[config.mk]
export PLATFORM = sky130hd
export DESIGN_NAME = dbg_sel_sweeper_flat
export DESIGN_NICKNAME = d
export VERILOG_FILES = /design/src/rtl/dbg_pkg.sv /design/src/rtl/dbg_sel_sweeper_if.sv /design/src/rtl/dbg_sample_delay.sv /design/src/rtl/dbg_sel_sweeper.sv /design/src/flat_wrapper.sv
export SDC_FILE = /design/constraint.sdc
export NUM_CORES = 1
export LEC_CHECK = 0
export CAP_MARGIN = 20
export CELL_PAD_IN_SITES_DETAIL_PLACEMENT = 1
export CELL_PAD_IN_SITES_GLOBAL_PLACEMENT = 2
export CORE_ASPECT_RATIO = 1.75
export CORE_MARGIN = 4
export CORE_UTILIZATION = 28
export DETAILED_ROUTE_END_ITERATION = 12
export MAX_ROUTING_LAYER = met4
export PLACE_DENSITY = 0.8
export SKIP_CTS_REPAIR_TIMING = 1
export SYNTH_ARGS = -nofsm -noshare
export SYNTH_HDL_FRONTEND = slang
export SYNTH_HIERARCHICAL = 1
export SYNTH_SLANG_ARGS = --single-unit
[constraint.sdc]
create_clock -name clk -period 2.5 [get_ports clk]
set_clock_uncertainty 0.05 [all_clocks]
set_input_delay 0.5 -clock clk [delete_from_list [all_inputs] [get_ports clk]]
set_output_delay 0.5 -clock clk [all_outputs]
set_load 0.02 [all_outputs]
[src/rtl/dbg_pkg.sv]
// rtl/dbg_pkg.sv - shared types and defaults for the debug-select sweeper and debug tree
package dbg_pkg;

    localparam int DBG_SEL_W        = 8;
    localparam int DBG_DATA_W       = 8;
    // Register depth of the debug-mux tree, counted from the dbgsel flop to a valid din.
    localparam int DBG_TREE_LATENCY = 2;

    typedef enum logic [2:0] {
        ST_IDLE    = 3'd0,
        ST_ISSUE   = 3'd1,
        ST_WAIT    = 3'd2,
        ST_PRESENT = 3'd3,
        ST_FINISH  = 3'd4
    } dbg_sweep_state_t;

    function automatic logic dbg_is_active(input dbg_sweep_state_t s);
        return s != ST_IDLE;
    endfunction

endpackage

[src/rtl/dbg_sel_sweeper_if.sv]
// rtl/dbg_sel_sweeper_if.sv - record stream carrying (select, data) pairs out of the sweeper
interface dbg_sel_sweeper_if #(
    parameter int SEL_W  = 8,
    parameter int DATA_W = 8
);
    logic              out_valid;
    logic              out_ready;
    logic [SEL_W-1:0]  out_sel;
    logic [DATA_W-1:0] out_data;

    modport master (
        output out_valid,
        output out_sel,
        output out_data,
        input  out_ready
    );

    modport slave (
        input  out_valid,
        input  out_sel,
        input  out_data,
        output out_ready
    );
endinterface

[src/rtl/dbg_sample_delay.sv]
// rtl/dbg_sample_delay.sv - wait counter that strobes capture once the tree latency has elapsed
module dbg_sample_delay #(
    parameter int LATENCY = 2
) (
    input  logic clk,
    input  logic rst,
    input  logic clear,
    input  logic run,
    output logic capture
);
    if (LATENCY < 1) begin : g_latency_check
        $error("dbg_sample_delay: LATENCY must be >= 1");
    end

    localparam int CNT_W = (LATENCY > 1) ? $clog2(LATENCY) : 1;
    localparam logic [CNT_W-1:0] LAST_CNT = CNT_W'(LATENCY - 1);

    logic [CNT_W-1:0] wcnt_q;
    logic [CNT_W-1:0] wcnt_d;

    always_comb begin
        wcnt_d = wcnt_q;
        if (clear) begin
            wcnt_d = '0;
        end else if (run) begin
            wcnt_d = wcnt_q + CNT_W'(1);
        end
    end

    always_ff @(posedge clk) begin
        if (rst) begin
            wcnt_q <= '0;
        end else begin
            wcnt_q <= wcnt_d;
        end
    end

    // Cycle k of WAIT sees wcnt == k, so the capture edge is the LATENCY-th after dbgsel loaded.
    assign capture = run && (wcnt_q == LAST_CNT);

endmodule

[src/rtl/dbg_sel_sweeper.sv]
// rtl/dbg_sel_sweeper.sv - sweeps a select range over the debug tree and streams (select, data) records
module dbg_sel_sweeper
    import dbg_pkg::*;
#(
    parameter int SEL_W   = DBG_SEL_W,
    parameter int DATA_W  = DBG_DATA_W,
    parameter int LATENCY = DBG_TREE_LATENCY
) (
    input  logic              clk,
    input  logic              rst,
    input  logic              start,
    input  logic              abort,
    input  logic [SEL_W-1:0]  start_sel,
    input  logic [SEL_W-1:0]  end_sel,
    output logic              busy,
    output logic [SEL_W-1:0]  dbgsel,
    input  logic [DATA_W-1:0] din,
    dbg_sel_sweeper_if.master rec,
    output logic              done,
    output logic              err
);
    if (LATENCY < 1) begin : g_latency_check
        $error("dbg_sel_sweeper: LATENCY must be >= 1");
    end

    dbg_sweep_state_t  state_q, state_d;
    logic [SEL_W-1:0]  cur_q, cur_d;
    logic [SEL_W-1:0]  last_q, last_d;
    logic              bad_q, bad_d;
    logic [SEL_W-1:0]  dbgsel_q, dbgsel_d;
    logic              out_valid_q, out_valid_d;
    logic [SEL_W-1:0]  out_sel_q, out_sel_d;
    logic [DATA_W-1:0] out_data_q, out_data_d;
    logic              done_q, done_d;
    logic              err_q, err_d;
    logic              busy_q, busy_d;

    logic dly_clear;
    logic dly_run;
    logic dly_capture;

    // Kept outside the FSM process so the capture strobe never feeds back into its own inputs.
    assign dly_clear = (state_q == ST_ISSUE);
    assign dly_run   = (state_q == ST_WAIT);

    dbg_sample_delay #(
        .LATENCY (LATENCY)
    ) u_delay (
        .clk     (clk),
        .rst     (rst),
        .clear   (dly_clear),
        .run     (dly_run),
        .capture (dly_capture)
    );

    always_comb begin
        state_d     = state_q;
        cur_d       = cur_q;
        last_d      = last_q;
        bad_d       = bad_q;
        dbgsel_d    = dbgsel_q;
        out_valid_d = out_valid_q;
        out_sel_d   = out_sel_q;
        out_data_d  = out_data_q;
        done_d      = 1'b0;
        err_d       = 1'b0;
        busy_d      = busy_q;

        if (abort && dbg_is_active(state_q)) begin
            // A record still waiting for out_ready is dropped; dbgsel keeps its value.
            state_d     = ST_IDLE;
            out_valid_d = 1'b0;
            busy_d      = 1'b0;
        end else begin
            unique case (state_q)
                ST_IDLE: begin
                    if (start && !abort) begin
                        busy_d = 1'b1;
                        if (start_sel <= end_sel) begin
                            cur_d   = start_sel;
                            last_d  = end_sel;
                            bad_d   = 1'b0;
                            state_d = ST_ISSUE;
                        end else begin
                            bad_d   = 1'b1;
                            state_d = ST_FINISH;
                        end
                    end
                end
                ST_ISSUE: begin
                    dbgsel_d = cur_q;
                    state_d  = ST_WAIT;
                end
                ST_WAIT: begin
                    if (dly_capture) begin
                        out_data_d  = din;
                        out_sel_d   = cur_q;
                        out_valid_d = 1'b1;
                        state_d     = ST_PRESENT;
                    end
                end
                ST_PRESENT: begin
                    if (out_valid_q && rec.out_ready) begin
                        out_valid_d = 1'b0;
                        // Compare before incrementing so an all-ones end select never wraps.
                        if (cur_q == last_q) begin
                            state_d = ST_FINISH;
                        end else begin
                            cur_d   = cur_q + SEL_W'(1);
                            state_d = ST_ISSUE;
                        end
                    end
                end
                ST_FINISH: begin
                    done_d  = 1'b1;
                    err_d   = bad_q;
                    busy_d  = 1'b0;
                    state_d = ST_IDLE;
                end
                default: begin
                    state_d = ST_IDLE;
                end
            endcase
        end
    end

    always_ff @(posedge clk) begin
        if (rst) begin
            state_q     <= ST_IDLE;
            cur_q       <= '0;
            last_q      <= '0;
            bad_q       <= 1'b0;
            dbgsel_q    <= '0;
            out_valid_q <= 1'b0;
            out_sel_q   <= '0;
            out_data_q  <= '0;
            done_q      <= 1'b0;
            err_q       <= 1'b0;
            busy_q      <= 1'b0;
        end else begin
            state_q     <= state_d;
            cur_q       <= cur_d;
            last_q      <= last_d;
            bad_q       <= bad_d;
            dbgsel_q    <= dbgsel_d;
            out_valid_q <= out_valid_d;
            out_sel_q   <= out_sel_d;
            out_data_q  <= out_data_d;
            done_q      <= done_d;
            err_q       <= err_d;
            busy_q      <= busy_d;
        end
    end

    assign busy          = busy_q;
    assign dbgsel        = dbgsel_q;
    assign done          = done_q;
    assign err           = err_q;
    assign rec.out_valid = out_valid_q;
    assign rec.out_sel   = out_sel_q;
    assign rec.out_data  = out_data_q;

endmodule

[src/flat_wrapper.sv]
// flat-port wrapper written by rule: the top's interface ports become plain ports
module dbg_sel_sweeper_flat import dbg_pkg::*;
#(
    parameter int SEL_W   = DBG_SEL_W,
    parameter int DATA_W  = DBG_DATA_W,
    parameter int LATENCY = DBG_TREE_LATENCY
)
  (clk, rst, start, abort, start_sel, end_sel, busy, dbgsel, din, done, err, rec_out_valid, rec_out_sel, rec_out_data, rec_out_ready);
  dbg_sel_sweeper_if #(.SEL_W(SEL_W), .DATA_W(DATA_W)) rec_i ();
  input  logic clk;
  input  logic rst;
  input  logic start;
  input  logic abort;
  input  logic [SEL_W-1:0] start_sel;
  input  logic [SEL_W-1:0] end_sel;
  output logic busy;
  output logic [SEL_W-1:0] dbgsel;
  input  logic [DATA_W-1:0] din;
  output logic done;
  output logic err;
  output wire logic [$bits(rec_i.out_valid)-1:0] rec_out_valid;
  output wire logic [$bits(rec_i.out_sel)-1:0] rec_out_sel;
  output wire logic [$bits(rec_i.out_data)-1:0] rec_out_data;
  input wire logic [$bits(rec_i.out_ready)-1:0] rec_out_ready;
  assign rec_out_valid = rec_i.out_valid;
  assign rec_out_sel = rec_i.out_sel;
  assign rec_out_data = rec_i.out_data;
  assign rec_i.out_ready = rec_out_ready;
  dbg_sel_sweeper #(.SEL_W(SEL_W), .DATA_W(DATA_W), .LATENCY(LATENCY)) u_core (.clk(clk), .rst(rst), .start(start), .abort(abort), .start_sel(start_sel), .end_sel(end_sel), .busy(busy), .dbgsel(dbgsel), .din(din), .rec(rec_i), .done(done), .err(err));
endmodule
Word-level counts from Yosys, hierarchy flattened
Cells that the tools add are included.
{"block": "totals", "register_bits": 49, "wordCells": 66, "inputBits": 29}
{"block": "classes", "n_reduce_logical": 21, "n_lt_le_gt_ge": 1, "bitwise": 2, "n_mux": 18, "n_eq_ne": 10, "add_sub_neg": 2}
{"operator": "2-to-1 mux 8 bit", "count": 4}
{"operator": "one-hot mux 8 bit (2 select lines)", "count": 1}
{"operator": "2-to-1 mux 3 bit", "count": 5}
{"operator": "one-hot mux 3 bit (4 select lines)", "count": 1}
{"operator": "AND reduction 3 bit", "count": 4}
{"operator": "adder 8 x 1 -> 8 bit (second input constant)", "count": 1}
{"operator": "== test 8 bit", "count": 1}
{"operator": "<= comparator 8 bit", "count": 1}
{"operator": "!= test 2 x 1 -> 1 bit (second input constant)", "count": 4}
{"operator": "== test 3 x 2 -> 1 bit (second input constant)", "count": 2}
{"operator": "AND reduction 6 bit", "count": 1}
{"operator": "nonzero test 2 bit", "count": 3}
{"operator": "2-to-1 mux 1 bit", "count": 5}
{"operator": "logical AND 1 bit", "count": 4}
{"operator": "one-hot mux 1 bit (2 select lines)", "count": 2}
{"operator": "AND reduction 2 bit", "count": 2}
{"operator": "AND reduction 4 bit", "count": 1}
{"operator": "OR reduction 2 bit", "count": 2}
{"operator": "== test 3 x 1 -> 1 bit (second input constant)", "count": 1}
{"operator": "== test 3 bit (second input constant)", "count": 1}
{"operator": "logical NOT 3 bit", "count": 1}
{"operator": "nonzero test 3 bit", "count": 1}
{"operator": "OR reduction 3 bit", "count": 1}
{"operator": "!= test 2 bit (second input constant)", "count": 1}
{"operator": "other kinds (3)", "count": 4}

Depth between registers and ports, before layout
Gate-level depths: netlist of run 1.
{"block": "depth", "ltp_word": 4, "depth_mapped": 9, "mapped_depth_nobuf": 8}

Hierarchy
The synthesis of run 1 kept the hierarchy.
{"module": "dbg_sel_sweeper", "area_per_inst_um2": 2388.5, "cells_each": 298, "instances": 1}
{"module": "dbg_sample_delay", "area_per_inst_um2": 46.3, "cells_each": 4, "instances": 1}

Least setup slack after synthesis of run 1
OpenSTA, ideal clock, no wires.
{"block": "synth_timing", "path_type": "input to register", "startpoint": "input end_sel[3]", "endpoint": "register u_core.cur_q[0]", "setup_time_ns": 0.131, "path_slack_ns": 0.248, "cell_stages": 9, "arrival_time_ns": 2.071, "cell_sequence": "inv_1 > ha_1 > nand4_1 > and2b_1 > nor3_2 > or3_1 > buf_6 > o311ai_1 > o41ai_1"}
{"block": "synth_via", "elab_chain_len": 3}
{"item": "start, declared", "line_no": "flat_wrapper.sv:15", "rtl": "input logic [SEL_W-1:0] end_sel;"}
{"item": "<= comparator 8 bit", "line_no": "dbg_sel_sweeper.sv:79", "rtl": "if (start_sel <= end_sel) begin"}
{"item": "!= test 2 x 1 -> 1 bit (no source line)"}
{"item": "AND reduction 6 bit (no source line)"}
{"item": "end signal, assigned", "line_no": "dbg_sel_sweeper.sv:142", "rtl": "cur_q <= cur_d;"}
{"item": "end, declared", "line_no": "dbg_sel_sweeper.sv:27", "rtl": "logic [SEL_W-1:0] cur_q, cur_d;"}
Every way passes these cells.
A chain may end at the register's enable or synchronous reset.

Worst setup path in the final report of run 1
{"block": "layout_timing", "startpoint": "input start_sel[7]", "endpoint": "register u_core.cur_q[0]"}
{"block": "layout_via", "elab_chain_len": 3}
{"item": "start, declared", "line_no": "flat_wrapper.sv:14", "rtl": "input logic [SEL_W-1:0] start_sel;"}
{"item": "<= comparator 8 bit", "line_no": "dbg_sel_sweeper.sv:79"}
{"item": "!= test 2 x 1 -> 1 bit (no source line)"}
{"item": "AND reduction 6 bit (no source line)"}
Every way passes these cells.

==> results.tsv, run 1 <==
metric	value	unit
Worst Path Arrival	2600	ps
Clk pin slew, worst setup/hold paths	70	ps
Synth top area share	40.29	%
Setup violations, final	0	
Worst Hold Class	reg2reg	
dpl cell area	3313	sq um
adder-cell area share of the yosys netlist	4.625	%
cell family with most CP delay	simple AND/OR/NAND/NOR gates	
Worst-Margin Slew	635.4	ps
Mapped Avg Cell Area	8.062	sq um
post-synth cell types	47	
Reg area	980.9	sq um
Peak VDD IR	0.0003382	V
post-route cell area	3656	sq um
ys flop type	dfxtp_1	
Final Hold Fails	0	
Worst Path Max Fanout	3	
Data required, critical path	2640	ps
CP Capture Type	register	
Setup WS post-layout	39.93	ps
number of clock sinks	49	
Slew Viols, Final	0	
antenna diode count	0	
Critical Path Slowest Stage Cell	clkdlybuf4s50_1	
# rows	44	
Initial Util	29.10	%
Clock Tree Buf Depth	2	
#FFs+latches synth	49	
Slew headroom	57.64	%
asr flop ratio synth	0	%
hold_sp	u_core/rec.out_data[4]	
CTS tree	yes	
drt initial violations	99	
worst path cell trace	clkdlybuf4s50_1, ha_4, and4_4, and2b_1, nor3_2, buf_4, nor3_4, nand2_1, o41ai_2	
top cells by area, synth	dfxtp_1 (40%), nand2_1 (9.9%), a21oi_1 (8.8%)	
DP Worst Slack	-434.3	ps
Simple-Gate Fraction of Synth Area	26.00	%
power density over cell area	553.0	nW/um^2
PortBufs	56	
largest family of logic cells by synthesized area	simple AND/OR/NAND/NOR gates	
DRC	0	
CP Launch Type	input port	
Vert. Die Dim	131.4	um
area leader, netlist	dfxtp_1	
Detail Route Antenna Nets	0	
Clock Root Buffer	clkbuf_16	
total wire length	7837	um
Netlist Area Pre-Place	2435	sq um
largest net degree at the start of global routing	28	
Crit Path Class	in2reg	
total track usage	15.57	%
NumNets Final	422	
P&R area growth vs syn	50.15	%
layout cells sized above 1	19.74	%
Seq/Total Area, Yosys	40.29	%
Routability Congestion	0.8404	
routed len/inst	15.67	um
max incr delay on CP	500	ps
Vias	2437	
total CTS buffers	5	
initial antenna violation count	0	
Max-cap violations	0	
syn nets	340	
Worst Path Buf+Inv	2	
Pleak	1.439	nW
EDFF count, synth	0	
htree depth	2	
hpwl dp	5884	um
Overflow after GRT	0	
Fillers	1014	
Critical R2R Launch	u_core/cur_q[6]	
CP Launch Point	start_sel[7]	
later-pin clock latency in the skew report	290	ps
Core ar.	8368	sq um
mux contribution to synthesized area	4.111	%
Final min period	2460	ps
Die Area	10310	sq um
first-pass GRT wire length	12310	um
Ys Warns	6	
Tot Pwr	2.022	mW
vias in the first global route	2597	
post-synthesis xor/xnor area fraction	3.237	%
Layout Utilization	43.69	%
placed cell count	489	
Fmax	406.5	MHz
drt first pass iters	5	
most common cell in the synthesized netlist	nand2_1	
status	completed	
Mapped Cells	302	
Via density	4.874	
most frequent cells after synthesis	nand2_1 (64), dfxtp_1 (49), a21oi_1 (43)	
period utilisation layout	98.40	%
I/O pin count	57	
post-layout instance count excluding filler cells	500	
Compound-Gate Fraction of Synth Area	16.19	%
die width	78.49	um
footprint of the multi-input gates	1436	sq um
[per-layer routing]
layer | vias up | share of wire, % | global-route usage (%)
li1 | 1205 | - | -
met1 | 1166 | 37 | 14.55
met2 | 50 | 56 | 29.29
met3 | 16 | 3.3 | 2.466
met4 | 0 | 3.8 | 8.560
met5 | - | 0 | -
[through the flow]
step / TNS, ps / hold WS, ps
after floorplan: 0 / 379.5
after global placement: -3380 / 391.0
after detailed placement: -4800 / 396.6
after CTS: -487.6 / 406.5
after global routing: -134.4 / 422.6
final: 0 / 404.2
[power by group]
part / total, mW / switching (mW) / internal [mW]
Combinational: 0.330 / 0.168 / 0.162
Sequential: 0.824 / 0.0232 / 0.801
Clock: 0.868 / 0.296 / 0.571
Total: 2.02 / 0.488 / 1.53
[cells in the final DEF, fill, tap and decap left out, types with 2 or more instances in the layout]
cell type	n
mux2i_1	10
nor3_1	7
bufinv_16	2
o211ai_1	2
o221a_2	2
inv_1	7
nor3_2	2
nor2_1	21
and3_1	4
buf_4	36
a21oi_1	40
xor2_1	8
nand3_1	5
nand3b_1	2
and2_1	2
nor3_4	2
clkbuf_16	5
nand2b_1	3
ha_4	4
inv_2	4
o21ai_0	6
clkdlybuf4s50_1	51
a21oi_2	3
dlymetal6s2s_1	5
ha_1	5
dfxtp_1	49
nand2_1	64
nand4_1	4
[kinds of logic after synthesis]
group / after synthesis
AOI/OAI and AO/OA: 66
xor gates and xnor gates: 9
muxes: 10
adders and majority gates: 9
DFF: 49
buffers and inverters: 29
and+or+nand+nor: 130
[registers in the layout (all words and copies together), names as in the netlist, 3 cells and up]
register and count:
u_core/last_q 8, u_core/rec.out_sel 8, u_core/state_q 3, u_core/dbgsel 8, u_core/rec.out_data 8, u_core/cur_q 8
[tightest hold or removal path: stages (launching register included)]
cell and delay [ps]:
dfxtp_1 310, nand2_1 50, a21oi_1 50
[layout make-up]
cell class / instances / area share, %
multi-input combinational: 224 / 39.29
sequential: 49 / 26.83
timing repair buffer: 93 / 23.61
tap: 115 / 3.936
clock buffer: 5 / 3.422
clock inverter: 3 / 1.780
inverter: 11 / 1.129
[path summary, 6_finish.rpt]
kind | end | slack, ps | depth (start not counted)
worst min register to register | u_core/rec.out_data[4] | 400 | 2
worst max-delay path | u_core/cur_q[0] | 40 | 9
worst max register to register | u_core/cur_q[5] | 230 | 6
worst min-delay path | u_core/rec.out_data[4] | 400 | 2
Power figures use the tool's default switching activity.
==> inputs of run 2 (changes only) <==
- CTS_CLUSTER_DIAMETER: unset -> 150
- SLEW_MARGIN: unset -> 40
==> results of run 2 <==
No change in the layout: final DEF, timing and power equal those of run 1.
